**src/rtl/seq_divider_32by16.sv**
```systemverilog
// Sequential radix-2 restoring divider, 2W-bit dividend by W-bit divisor, one quotient bit per clock.
// Optional two's-complement mode is compiled in when DIV_SIGNED_EN is defined.
module seq_divider_32by16 #(
    parameter int W = 16
) (
    input  logic             clk,
    input  logic             reset,
    input  logic [2*W-1:0]   dividend,
    input  logic [W-1:0]     divisor,
    input  logic             start,
    output logic             busy,
    output logic [W-1:0]     quotient,
    output logic [W-1:0]     remainder,
    output logic             overflow,
    output logic             div_by_zero,
    output logic             done,
    output logic [1:0]       dbg_state
);

    // Handshake: start is sampled on a rising edge only while IDLE; done pulses for the
    // single DONE cycle, after which quotient/remainder/flags hold until the next accepted start.

    localparam int CW = (W > 2) ? $clog2(W) : 1;
    localparam logic [CW-1:0] CNT_LAST = CW'(W - 1);
    localparam logic [W-1:0]  ALL_ONES = '1;
`ifdef DIV_SIGNED_EN
    localparam logic [W-1:0]  SMAX = {1'b0, {(W-1){1'b1}}};
    localparam logic [W-1:0]  SMIN = {1'b1, {(W-1){1'b0}}};
`endif

`ifdef DIV_SIGNED_EN
    typedef enum logic [1:0] {
        S_IDLE = 2'd0,
        S_CALC = 2'd1,
        S_FIX  = 2'd2,
        S_DONE = 2'd3
    } state_t;
`else
    typedef enum logic [1:0] {
        S_IDLE = 2'd0,
        S_CALC = 2'd1,
        S_DONE = 2'd3
    } state_t;
`endif

    state_t state, state_next;

    logic [W-1:0]   p_q;
    logic [W-1:0]   lo_q;
    logic [W-1:0]   dvsr_q;
    logic [CW-1:0]  cnt_q;

    logic [2*W-1:0] dd_mag;
    logic [W-1:0]   dv_mag;
    logic           dz;
    logic           ovf0;
    logic [W:0]     trial;
    logic           ge;
    logic [W-1:0]   p_step;
    logic [W-1:0]   lo_step;
    logic [W-1:0]   ovf_sat;

`ifdef DIV_SIGNED_EN
    logic           neg_q_r;
    logic           neg_r_r;
    logic           neg_q_in;
    logic           fix_ovf;

    assign dd_mag   = dividend[2*W-1] ? (~dividend + 1'b1) : dividend;
    assign dv_mag   = divisor[W-1]    ? (~divisor + 1'b1)  : divisor;
    assign neg_q_in = dividend[2*W-1] ^ divisor[W-1];
    assign ovf_sat  = neg_q_in ? SMIN : SMAX;
    // The magnitude quotient may reach 2^(W-1) only when the result is negative.
    assign fix_ovf  = neg_q_r ? (lo_q > SMIN) : (lo_q > SMAX);
`else
    assign dd_mag  = dividend;
    assign dv_mag  = divisor;
    assign ovf_sat = ALL_ONES;
`endif

    assign dz   = (divisor == '0);
    assign ovf0 = (dd_mag[2*W-1:W] >= dv_mag);

    // P < divisor between steps, so the shifted trial always fits in W+1 bits and
    // the W-bit subtraction result is exact whenever ge is set.
    assign trial   = {p_q, lo_q[W-1]};
    assign ge      = (trial >= {1'b0, dvsr_q});
    assign p_step  = ge ? (trial[W-1:0] - dvsr_q) : trial[W-1:0];
    assign lo_step = {lo_q[W-2:0], ge};

    always_ff @(posedge clk or negedge reset) begin
        if (!reset) begin
            state <= S_IDLE;
        end else begin
            state <= state_next;
        end
    end

    always_comb begin
        state_next = state;
        busy       = 1'b1;
        done       = 1'b0;
        case (state)
            S_IDLE: begin
                busy = 1'b0;
                if (start) begin
                    state_next = (dz || ovf0) ? S_DONE : S_CALC;
                end
            end
            S_CALC: begin
                if (cnt_q == '0) begin
`ifdef DIV_SIGNED_EN
                    state_next = S_FIX;
`else
                    state_next = S_DONE;
`endif
                end
            end
`ifdef DIV_SIGNED_EN
            S_FIX: begin
                state_next = S_DONE;
            end
`endif
            S_DONE: begin
                done       = 1'b1;
                state_next = S_IDLE;
            end
            default: begin
                state_next = S_IDLE;
            end
        endcase
    end

    assign dbg_state = state;

    always_ff @(posedge clk or negedge reset) begin
        if (!reset) begin
            p_q         <= '0;
            lo_q        <= '0;
            dvsr_q      <= '0;
            cnt_q       <= '0;
            quotient    <= '0;
            remainder   <= '0;
            overflow    <= 1'b0;
            div_by_zero <= 1'b0;
`ifdef DIV_SIGNED_EN
            neg_q_r     <= 1'b0;
            neg_r_r     <= 1'b0;
`endif
        end else begin
            case (state)
                S_IDLE: begin
                    if (start) begin
                        p_q         <= dd_mag[2*W-1:W];
                        lo_q        <= dd_mag[W-1:0];
                        dvsr_q      <= dv_mag;
                        cnt_q       <= CNT_LAST;
                        overflow    <= 1'b0;
                        div_by_zero <= 1'b0;
`ifdef DIV_SIGNED_EN
                        neg_q_r     <= neg_q_in;
                        neg_r_r     <= dividend[2*W-1];
`endif
                        if (dz) begin
                            div_by_zero <= 1'b1;
                            quotient    <= ALL_ONES;
                            remainder   <= dividend[W-1:0];
                        end else if (ovf0) begin
                            overflow    <= 1'b1;
                            quotient    <= ovf_sat;
                            remainder   <= '0;
                        end
                    end
                end
                S_CALC: begin
                    p_q   <= p_step;
                    lo_q  <= lo_step;
                    cnt_q <= cnt_q - 1'b1;
`ifndef DIV_SIGNED_EN
                    if (cnt_q == '0) begin
                        quotient  <= lo_step;
                        remainder <= p_step;
                    end
`endif
                end
`ifdef DIV_SIGNED_EN
                S_FIX: begin
                    if (fix_ovf) begin
                        overflow  <= 1'b1;
                        quotient  <= neg_q_r ? SMIN : SMAX;
                        remainder <= '0;
                    end else begin
                        quotient  <= neg_q_r ? (~lo_q + 1'b1) : lo_q;
                        remainder <= neg_r_r ? (~p_q + 1'b1) : p_q;
                    end
                end
`endif
                default: begin
                end
            endcase
        end
    end

endmodule
```
**config.mk**
```make
export PLATFORM = sky130hd
export DESIGN_NAME = seq_divider_32by16
export DESIGN_NICKNAME = d
export VERILOG_FILES = /design/src/rtl/seq_divider_32by16.sv
export SDC_FILE = /design/constraint.sdc
export NUM_CORES = 1
export LEC_CHECK = 0
export ABC_AREA = 0
export CAP_MARGIN = 25
export CORE_ASPECT_RATIO = 1.5
export CORE_MARGIN = 4
export CORE_UTILIZATION = 45
export DETAILED_ROUTE_END_ITERATION = 10
export PLACE_DENSITY = 0.67
export SKIP_LAST_GASP = 1
export SYNTH_ARGS = -nofsm -noshare
export SYNTH_HDL_FRONTEND = slang
export SYNTH_SLANG_ARGS = --single-unit
```
**constraint.sdc**
```tcl
create_clock -name clk -period 4.6 [get_ports clk]
set_clock_uncertainty 0.1 [all_clocks]
set_input_delay 0.92 -clock clk [delete_from_list [all_inputs] [get_ports clk]]
set_output_delay 0.92 -clock clk [all_outputs]
set_load 0.005 [all_outputs]
```
==> impl_metrics.py, run 1 <==
metrics = {
    "outcome": {
        "outcome": "finished clean",
    },
    "global_routing": {
        "globalRoute.totalOverflow": 0,
        "vias_in_the_first_global_route": 4326,
        "initial_antenna_violation_count": 0,
        "grt.total_usage": 0.222,
        "grt_pass1_wl_mm": 22.0,
        "grt_max_degree": 64,
    },
    "critical_path": {
        "worst-path-max-fanout": 21,
        "crit_path_start_kind": "input pin",
        "critPathMostFrequentCell": "sky130_fd_sc_hd__inv_1",
        "top_delay_family_on_crit_path": "buffers and inverters",
        "crit_type": "input pin to register",
        "worstPathCellList": "clkdlybuf4s50_1, inv_1, ha_1, nand4_1, o21ai_0, a31o_2, o22ai_2, inv_1, nand2_1, o22a_1",
        "cpPeakStageDelay_ns": 0.65,
        "endpoint_kind": "register",
        "cp_max_stage_cell": "sky130_fd_sc_hd__clkdlybuf4s50_1",
        "critical_path_buf_inv_count": 3,
        "worstPathArrival_ns": 3.84,
        "worst-endpoint-required_ns": 4.72,
    },
    "cells_and_area": {
        "num-nets-final": 745,
        "fillCellCount": 1013,
        "fin_util": 0.574,
        "regArea_sq_mm": 0.00220,
        "n_antenna_cell": 0,
        "multi_input_combinational_cell_area_sq_mm": 0.00258,
        "final_area_sq_mm": 0.00631,
        "syn2layout_area_growth_pct": 24.9,
        "final_layout_size_suffix_gt1_frac": 0.0467,
    },
    "sta": {
        "grt_setup_unrepaired": "false",
        "post-route-period-util": 0.808,
        "fin_ws_ns": 0.884,
        "finalSetupTns_ns": 0,
        "finalSetupViolCount": 0,
        "final_count_of_pins_violating_max_slew": 0,
        "timing.slew.headroom": 0.440,
        "worstMarginPinSlew_ns": 0.839,
        "timing.fmax_mhz": 269,
        "final_period_minus_worst_setup_slack_ns": 3.72,
        "final-hold-violation-count": 0,
    },
    "synth": {
        "synth_flop_cell": "sky130_fd_sc_hd__dfrtp_1",
        "yosysWarnings": 0,
        "postSynthCellCount": 586,
        "post_synth.cell_area_avg_sq_um": 8.62,
        "synthMostInstantiatedCell": "sky130_fd_sc_hd__nand2_1",
        "synth_top_area_share": 0.436,
        "count_of_flip_flops_with_a_built_in_enable_after_synthesis": 0,
        "syn_area_sq_mm": 0.00505,
        "synth_top_cells_by_count": "94 x sky130_fd_sc_hd__nand2_1, 88 x sky130_fd_sc_hd__dfrtp_1, 62 x sky130_fd_sc_hd__nor2_1",
        "synth_nets": 671,
        "asyncSetResetFlopFracSynth": 1.00,
        "distinct_cells_synth": 46,
        "yosysTopAreaCell": "sky130_fd_sc_hd__dfrtp_1",
        "synth-seq-cells": 88,
        "synth.top_cells.by_area": "sky130_fd_sc_hd__dfrtp_1 44%, sky130_fd_sc_hd__ha_1 8.2%, sky130_fd_sc_hd__nand2_1 7.0%",
        "seq_area_frac_synth": 0.436,
    },
    "clock_network": {
        "cts_tree": "done",
        "ctsRootBufferMaster": "sky130_fd_sc_hd__clkbuf_16",
        "sinks_on_the_clock_net": 88,
        "cts.hold.buffers_added": 0,
        "cts_resized": 0,
        "clk_pin_slew_worst_paths_ns": 0.06,
        "worstSkewPairLatency_ns": 0.34,
        "post-cts-setup-buffer-count": 0,
        "clk_path_buf_depth": 2,
        "cts-buffers-inserted": 9,
        "cts_htree_levels": 3,
    },
    "pwr": {
        "vdd_drop_max_mv": 0.569,
        "power_density_mw_per_mm2": 846,
        "power.total_w": 0.00534,
        "p_leak_nw": 2.81,
    },
    "die": {
        "floorplan.initialDensity": 0.459,
        "design.portCount": 89,
        "placeableCoreArea_sq_mm": 0.0110,
        "die_width_microns": 94.5,
        "core.rowCount": 47,
        "die_h_microns": 138,
        "die-area_sq_mm": 0.0130,
    },
    "drt": {
        "detail_route.wirelength_mm": 14.0,
        "first_pass_iters": 5,
        "antenna_left": 0,
        "detail_route.wl_per_cell_microns": 17.2,
        "via_per_inst": 5.49,
        "drtIter0Drc": 259,
        "remaining_drc_errors": 0,
        "detailroute.via_count": 4452,
    },
    "place": {
        "post-place-ws_ns": 0.577,
        "placedInstanceArea_sq_mm": 0.00604,
        "place.port_buffers": 88,
        "gp_congestion": 0.897,
        "place.detailed.hpwl_mm": 10.7,
    },
    "worst_hold_path": {
        "hp-class": "register to register",
    },
    "job": {
        "max_capacitance_violation_count": 0,
    },
}
-- sequential cells by signal, indices dropped and copies added (netlist names) --
name	flops
overflow	1
dvsr_q	16
quotient	16
p_q	16
lo_q	16
remainder	16
cnt_q	4
div_by_zero	1
dbg_state	2
-- layout by cell type (no fill, tap or decap), types with 4 or more instances in the layout --
| master | instances |
|---|---|
| sky130_fd_sc_hd__a211oi_1 | 4 |
| sky130_fd_sc_hd__nand4_1 | 4 |
| sky130_fd_sc_hd__buf_4 | 7 |
| sky130_fd_sc_hd__nor4_1 | 8 |
| sky130_fd_sc_hd__nand2b_1 | 4 |
| sky130_fd_sc_hd__nand3_1 | 11 |
| sky130_fd_sc_hd__o21ai_0 | 55 |
| sky130_fd_sc_hd__clkbuf_16 | 9 |
| sky130_fd_sc_hd__a211o_1 | 4 |
| sky130_fd_sc_hd__nor3_1 | 10 |
| sky130_fd_sc_hd__o211ai_1 | 7 |
| sky130_fd_sc_hd__a21o_1 | 5 |
| sky130_fd_sc_hd__mux2i_1 | 20 |
| sky130_fd_sc_hd__a31oi_1 | 18 |
| sky130_fd_sc_hd__nor2_1 | 62 |
| sky130_fd_sc_hd__ha_1 | 33 |
| sky130_fd_sc_hd__inv_1 | 40 |
| sky130_fd_sc_hd__xnor2_1 | 8 |
| sky130_fd_sc_hd__nand2_1 | 94 |
| sky130_fd_sc_hd__a21oi_1 | 39 |
| sky130_fd_sc_hd__dfrtp_1 | 88 |
| sky130_fd_sc_hd__clkdlybuf4s50_1 | 87 |
-- stage by stage --
step / hold WS, ns / std cells
final: 0.378 / 811
after CTS: 0.383 / 811
after global routing: 0.406 / 811
after detailed placement: 0.369 / 796
after global placement: 0.361 / 796
after floorplan: 0.350 / 586
-- worst min-delay path: stages, from the launching register on --
cell and delay [ns]:
sky130_fd_sc_hd__dfrtp_1 0.34, sky130_fd_sc_hd__nand2_1 0.05, sky130_fd_sc_hd__o21ai_0 0.06
-- path summary, 6_finish.rpt --
check	depth (start not counted)	endpoint	slack [ns]	startpoint
max	10	remainder[1]$_DFFE_PN0P_	0.88	divisor[14]
min	2	quotient[7]$_DFFE_PN0P_	0.38	quotient[7]$_DFFE_PN0P_
max reg2reg	8	p_q[11]$_DFFE_PN0P_	1.23	p_q[11]$_DFFE_PN0P_
min reg2reg	2	quotient[7]$_DFFE_PN0P_	0.38	quotient[7]$_DFFE_PN0P_
max in group asynchronous	2	cnt_q[1]$_DFFE_PN0P_	2.97	reset
min in group asynchronous	1	quotient[2]$_DFFE_PN0P_	0.57	reset
-- metal layers --
metal	share of wire	global-route usage	up-vias
li1	-	-	2179
met5	0	0	-
met1	0.39	0.261	2083
met4	0.039	0.0995	0
met3	0.058	0.0399	31
met2	0.52	0.392	159
-- where the power goes --
part	internal, W	switching (W)
combinational	0.00140	0.00185
clock	0.000366	0.000309
sequential	0.00118	0.000237
total	0.00294	0.00239
-- area by class of cell --
| class | count | share of cell area |
|---|---|---|
| multi-input cells | 427 | 0.409 |
| flip-flops and latches | 88 | 0.349 |
| repair buffers | 94 | 0.146 |
| clock buffers | 9 | 0.0357 |
| well taps | 147 | 0.0291 |
| inverters | 40 | 0.0238 |
| clock inverters | 6 | 0.00714 |
-- kinds of logic after synthesis --
family | count (synthesis) | share of synthesized area
XOR/XNOR | 11 | 0.0191
AND/OR/NAND/NOR | 207 | 0.178
buffers and inverters | 71 | 0.0547
flip-flops | 88 | 0.436
AO/OA/AOI/OAI | 153 | 0.183
adder cells (fa/ha/maj) | 34 | 0.0857
multiplexers | 22 | 0.0441
(Power assumes the default switching activity.)
==> run 2: changes to the inputs <==
PLACE_DENSITY = 0.7   (was 0.67)
clock period = 3.3 ns   (was 4.6 ns; I/O delays follow)
==> run 2 against run 1 <==
Cell count up 1.4%. Combinational power up 48%. Die area unchanged. Via count up 3.3%. Worst hold slack worse by 0.19 ns. Utilization up 1.5 points. Register-to-register slack worse by 0.94 ns. Total power up 47%. Clock power up 64%. Critical path depth down 1. First-iteration DRC count up 2.3%. Critical path type is now register to register. Largest power group unchanged. Highest routed layer unchanged.
==> impl_metrics.py, run 2 (synthesized netlist as in run 1, its figures left out) <==
metrics = {
    "outcome": {
        "outcome": "finished clean",
    },
    "drt": {
        "via_per_inst": 5.59,
        "antenna_left": 0,
        "first_pass_iters": 6,
        "detailroute.via_count": 4597,
        "detail_route.wirelength_mm": 14.3,
        "drtIter0Drc": 265,
        "detail_route.wl_per_cell_microns": 17.4,
        "remaining_drc_errors": 0,
    },
    "die": {
        "die_h_microns": 138,
        "placeableCoreArea_sq_mm": 0.0110,
        "floorplan.initialDensity": 0.459,
        "die-area_sq_mm": 0.0130,
        "design.portCount": 89,
        "die_width_microns": 94.5,
        "core.rowCount": 47,
    },
    "pwr": {
        "seq_power_share": 0.251,
        "comb_power_share": 0.608,
        "clockPowerShare": 0.141,
        "power_density_mw_per_mm2": 1220,
        "p_sw_w": 0.00343,
        "power.share.switching": 0.436,
        "vdd_drop_max_mv": 0.687,
        "p_leak_nw": 2.90,
        "cell_internal_pwr_w": 0.00444,
    },
    "critical_path": {
        "crit_path_start_kind": "register",
        "endpoint_kind": "register",
        "cpPeakStageDelay_ns": 0.58,
        "crit_type": "register to register",
        "critical_path_buf_inv_count": 1,
        "worstPathArrival_ns": 3.12,
        "worst-endpoint-required_ns": 3.41,
        "top_delay_family_on_crit_path": "simple AND/OR/NAND/NOR gates",
        "worst-path-max-fanout": 22,
        "worstPathCellList": "ha_1, nand4_2, or4_1, and3_4, a21oi_4, buf_12, mux2_2, nand2_1, o21ai_0",
        "cp_max_stage_cell": "sky130_fd_sc_hd__or4_1",
        "r2r_setup_slack_ns": 0.29,
    },
    "cells_and_area": {
        "final_layout_size_suffix_gt1_frac": 0.0622,
        "fin_util": 0.589,
        "mostFrequentLayoutCells": "94 x sky130_fd_sc_hd__nand2_1, 88 x sky130_fd_sc_hd__dfrtp_1, 87 x sky130_fd_sc_hd__clkdlybuf4s50_1",
        "fillCellCount": 994,
        "final_common_cell": "sky130_fd_sc_hd__nand2_1",
        "syn2layout_area_growth_pct": 28.2,
        "regArea_sq_mm": 0.00220,
        "num-nets-final": 756,
        "multi_input_combinational_cell_area_sq_mm": 0.00258,
        "n_antenna_cell": 0,
    },
    "sta": {
        "timing.fmax_mhz": 332,
        "final_count_of_pins_violating_max_slew": 0,
        "timing.slew.headroom": 0.540,
        "hold-worst-slack_ns": 0.193,
        "worstMarginPinSlew_ns": 0.690,
        "final_period_minus_worst_setup_slack_ns": 3.01,
        "finalSetupTns_ns": 0,
        "grt_setup_unrepaired": "false",
        "final-hold-violation-count": 0,
        "post-route-period-util": 0.913,
        "finalSetupViolCount": 0,
    },
    "job": {
        "max_capacitance_violation_count": 0,
    },
    "clock_network": {
        "cts.hold.buffers_added": 0,
        "sinks_on_the_clock_net": 88,
        "ctsRootBufferMaster": "sky130_fd_sc_hd__clkbuf_16",
        "cts_tree": "done",
        "cts-buffers-inserted": 9,
        "worstSkewPairLatency_ns": 0.34,
        "cts_htree_levels": 3,
        "cts_resized": 0,
        "post-cts-setup-buffer-count": 0,
        "clk_path_buf_depth": 2,
        "clk_pin_slew_worst_paths_ns": 0.07,
    },
    "global_routing": {
        "grt_max_degree": 50,
        "grt_pass1_wl_mm": 23.1,
        "grt.total_usage": 0.230,
        "globalRoute.totalOverflow": 0,
        "vias_in_the_first_global_route": 4724,
        "initial_antenna_violation_count": 0,
    },
    "place": {
        "place.port_buffers": 88,
        "place.detailed.hpwl_mm": 11.1,
        "gp_congestion": 0.891,
    },
    "worst_hold_path": {
        "hp-class": "input pin to async pin",
    },
}
run 2: path summary, 6_finish.rpt:
path / cells after the start / from / to
setup / recovery: 9 / p_q[11]$_DFFE_PN0P_ / p_q[8]$_DFFE_PN0P_
hold / removal: 1 / reset / quotient[13]$_DFFE_PN0P_
setup reg to reg: 9 / p_q[11]$_DFFE_PN0P_ / p_q[8]$_DFFE_PN0P_
hold reg to reg: 2 / quotient[14]$_DFFE_PN0P_ / quotient[14]$_DFFE_PN0P_
max in group asynchronous: 2 / reset / p_q[5]$_DFFE_PN0P_
min in group clk: 2 / quotient[14]$_DFFE_PN0P_ / quotient[14]$_DFFE_PN0P_
run 2: worst register-to-register path: stages (launching register included):
cell                      delay, ns
sky130_fd_sc_hd__dfrtp_1       0.40
sky130_fd_sc_hd__ha_1          0.43
sky130_fd_sc_hd__nand4_2       0.19
sky130_fd_sc_hd__or4_1         0.58
sky130_fd_sc_hd__and3_4        0.21
sky130_fd_sc_hd__a21oi_4       0.18
sky130_fd_sc_hd__buf_12        0.19
sky130_fd_sc_hd__mux2_2        0.34
sky130_fd_sc_hd__nand2_1       0.15
sky130_fd_sc_hd__o21ai_0       0.11
run 2: stage by stage:
stage | std cells | cell area (sq um) | power, W | setup WS [ns]
after detailed placement | 807 | 6160 | 0.00677 | 0.148
after CTS | 822 | 6480 | 0.00792 | 0.270
after global routing | 822 | 6480 | 0.00857 | 0.100
after global placement | 807 | 6160 | 0.00664 | 0.200
after floorplan | 586 | 5050 | 0.00510 | 0.551
final | 822 | 6480 | 0.00787 | 0.288
run 2: power by group through the flow:
stage / clock network [W] / registers, W / logic, W
final: 0.00111 / 0.00198 / 0.00478
after global routing: 0.00117 / 0.00204 / 0.00536
after CTS: 0.00113 / 0.00198 / 0.00481
after detailed placement: 0 / 0.00200 / 0.00477
after global placement: 0 / 0.00198 / 0.00466
after floorplan: 0 / 0.00193 / 0.00317
run 2: cell type report:
class | count | share of cell area
clock inverters | 6 | 0.0143
well taps | 147 | 0.0284
repair buffers | 105 | 0.161
inverters | 40 | 0.0232
multi-input cells | 427 | 0.398
flip-flops and latches | 88 | 0.340
clock buffers | 9 | 0.0348
run 2: routing by layer:
layer | share of wire | GRT usage | vias up
met5 | 0 | 0 | -
met4 | 0.032 | 0.0891 | 0
met3 | 0.044 | 0.0273 | 29
met2 | 0.55 | 0.438 | 144
met1 | 0.37 | 0.256 | 2222
li1 | - | - | 2202
==> run 3: changes to the inputs <==
PLACE_DENSITY = 0.81   (was 0.7)
==> run 3 against run 2 <==
Via count grew 3.2%. Global-route usage rose by 0.55 points. Cell count is 0.49% higher.
==> impl_metrics.py, run 3 (synthesized netlist as in run 1, its figures left out) <==
metrics = {
    "outcome": {
        "outcome": "finished clean",
    },
    "critical_path": {
        "worst-endpoint-required_ns": 3.42,
        "crit_path_start_kind": "register",
        "worstPathArrival_ns": 3.25,
        "worstPathCellList": "ha_1, nand4_2, or4_1, and3_4, a21oi_4, buf_4, mux2i_1, nor2_1, o21bai_1",
        "top_delay_family_on_crit_path": "simple AND/OR/NAND/NOR gates",
        "cp_max_stage_cell": "sky130_fd_sc_hd__or4_1",
        "crit_type": "register to register",
        "endpoint_kind": "register",
        "critical_path_buf_inv_count": 1,
        "worst-path-max-fanout": 11,
        "cpPeakStageDelay_ns": 0.57,
    },
    "worst_hold_path": {
        "hp-class": "input pin to async pin",
    },
    "clock_network": {
        "ctsRootBufferMaster": "sky130_fd_sc_hd__clkbuf_16",
        "cts_tree": "done",
        "sinks_on_the_clock_net": 88,
        "cts-buffers-inserted": 9,
        "cts.hold.buffers_added": 0,
        "cts_htree_levels": 3,
        "cts_resized": 0,
        "worstSkewPairLatency_ns": 0.35,
        "post-cts-setup-buffer-count": 0,
        "clk_path_buf_depth": 2,
        "clk_pin_slew_worst_paths_ns": 0.07,
    },
    "cells_and_area": {
        "syn2layout_area_growth_pct": 28.1,
        "mostFrequentLayoutCells": "94 x sky130_fd_sc_hd__nand2_1, 88 x sky130_fd_sc_hd__dfrtp_1, 87 x sky130_fd_sc_hd__clkdlybuf4s50_1",
        "num-nets-final": 759,
        "regArea_sq_mm": 0.00220,
        "final_common_cell": "sky130_fd_sc_hd__nand2_1",
        "multi_input_combinational_cell_area_sq_mm": 0.00258,
        "fillCellCount": 940,
        "n_antenna_cell": 0,
        "final_layout_size_suffix_gt1_frac": 0.0677,
    },
    "drt": {
        "detail_route.wirelength_mm": 14.7,
        "dr_wl_met3_microns": 981,
        "met2_wl_mm": 7.96,
        "drtIter0Drc": 255,
        "detail_route.wl_per_cell_microns": 17.8,
        "antenna_left": 0,
        "top_layer_used": "met4",
        "first_pass_iters": 5,
        "via_per_inst": 5.74,
        "remaining_drc_errors": 0,
        "detailroute.via_count": 4742,
        "detail_route.wirelength.met1_mm": 5.20,
    },
    "sta": {
        "final-hold-violation-count": 0,
        "finalSetupTns_ns": 0,
        "timing.slew.headroom": 0.574,
        "final_count_of_pins_violating_max_slew": 0,
        "worstMarginPinSlew_ns": 0.639,
        "final_period_minus_worst_setup_slack_ns": 3.13,
        "hold-worst-slack_ns": 0.205,
        "grt_setup_unrepaired": "false",
        "post-route-period-util": 0.948,
        "timing.fmax_mhz": 320,
        "finalSetupViolCount": 0,
    },
    "die": {
        "floorplan.initialDensity": 0.459,
        "design.portCount": 89,
        "core.rowCount": 47,
        "die-area_sq_mm": 0.0130,
        "die_h_microns": 138,
        "die_width_microns": 94.5,
        "placeableCoreArea_sq_mm": 0.0110,
    },
    "global_routing": {
        "globalRoute.totalOverflow": 0,
        "grt_pass1_wl_mm": 23.5,
        "grt_max_degree": 46,
        "grt.total_usage": 0.235,
        "vias_in_the_first_global_route": 4741,
        "initial_antenna_violation_count": 0,
    },
    "place": {
        "gp_congestion": 0.934,
        "place.detailed.hpwl_mm": 11.1,
        "place.port_buffers": 88,
    },
    "pwr": {
        "power.total_w": 0.00787,
        "p_leak_nw": 2.90,
        "power_density_mw_per_mm2": 1220,
        "vdd_drop_max_mv": 0.402,
    },
    "job": {
        "max_capacitance_violation_count": 0,
    },
}
## run 3: cell count changes in the layout (fill, tap and decap cells not counted), sizes merged
cell,delta
clkinvlp,+1
buf,+3
clkinv,+1
bufinv,-1
## run 3: metrics by stage
step	instances	cell area (sq um)	setup WS [ns]	util
5_1_grt	826	6470	0.0282	0.589
6_report	826	6470	0.172	0.589
3_3_place_gp	810	6170	0.152	0.561
2_1_floorplan	586	5050	0.551	-
3_5_place_dp	810	6170	0.0915	0.561
4_1_cts	826	6470	0.199	0.589
## run 3: area by class of cell
cell class / instances / share of cell area
Multi-Input combinational cell: 427 / 0.399
Sequential cell: 88 / 0.340
Timing Repair Buffer: 108 / 0.163
Clock buffer: 9 / 0.0348
Tap cell: 147 / 0.0284
Inverter: 40 / 0.0232
Clock inverter: 7 / 0.0120
## run 3: worst paths after layout
check                                   startpoint  depth (start not counted)                 endpoint  slack [ns]
max                             p_q[9]$_DFFE_PN0P_                          9       p_q[3]$_DFFE_PN0P_        0.17
min reg2reg                quotient[8]$_DFFE_PN0P_                          2  quotient[8]$_DFFE_PN0P_        0.38
max reg2reg                     p_q[9]$_DFFE_PN0P_                          9       p_q[3]$_DFFE_PN0P_        0.17
min                                          reset                          1  quotient[6]$_DFFE_PN0P_        0.21
max in group asynchronous                    reset                          2      p_q[15]$_DFFE_PN0P_        2.16
min in group clk           quotient[8]$_DFFE_PN0P_                          2  quotient[8]$_DFFE_PN0P_        0.38
## run 3: layer usage
metal  vias up  global-route usage
met1      2268               0.254
li1       2206                   -
met2       219               0.439
met3        49              0.0426
met5         -                   0
met4         0               0.106
## run 3: where the power goes
group	total (W)	leakage (nW)	internal, W	switching (W)
Combinational	0.00483	1.73	0.00212	0.00271
Clock	0.00105	0.140	0.000593	0.000454
Sequential	0.00199	1.03	0.00165	0.000342
Total	0.00787	2.90	0.00437	0.00351
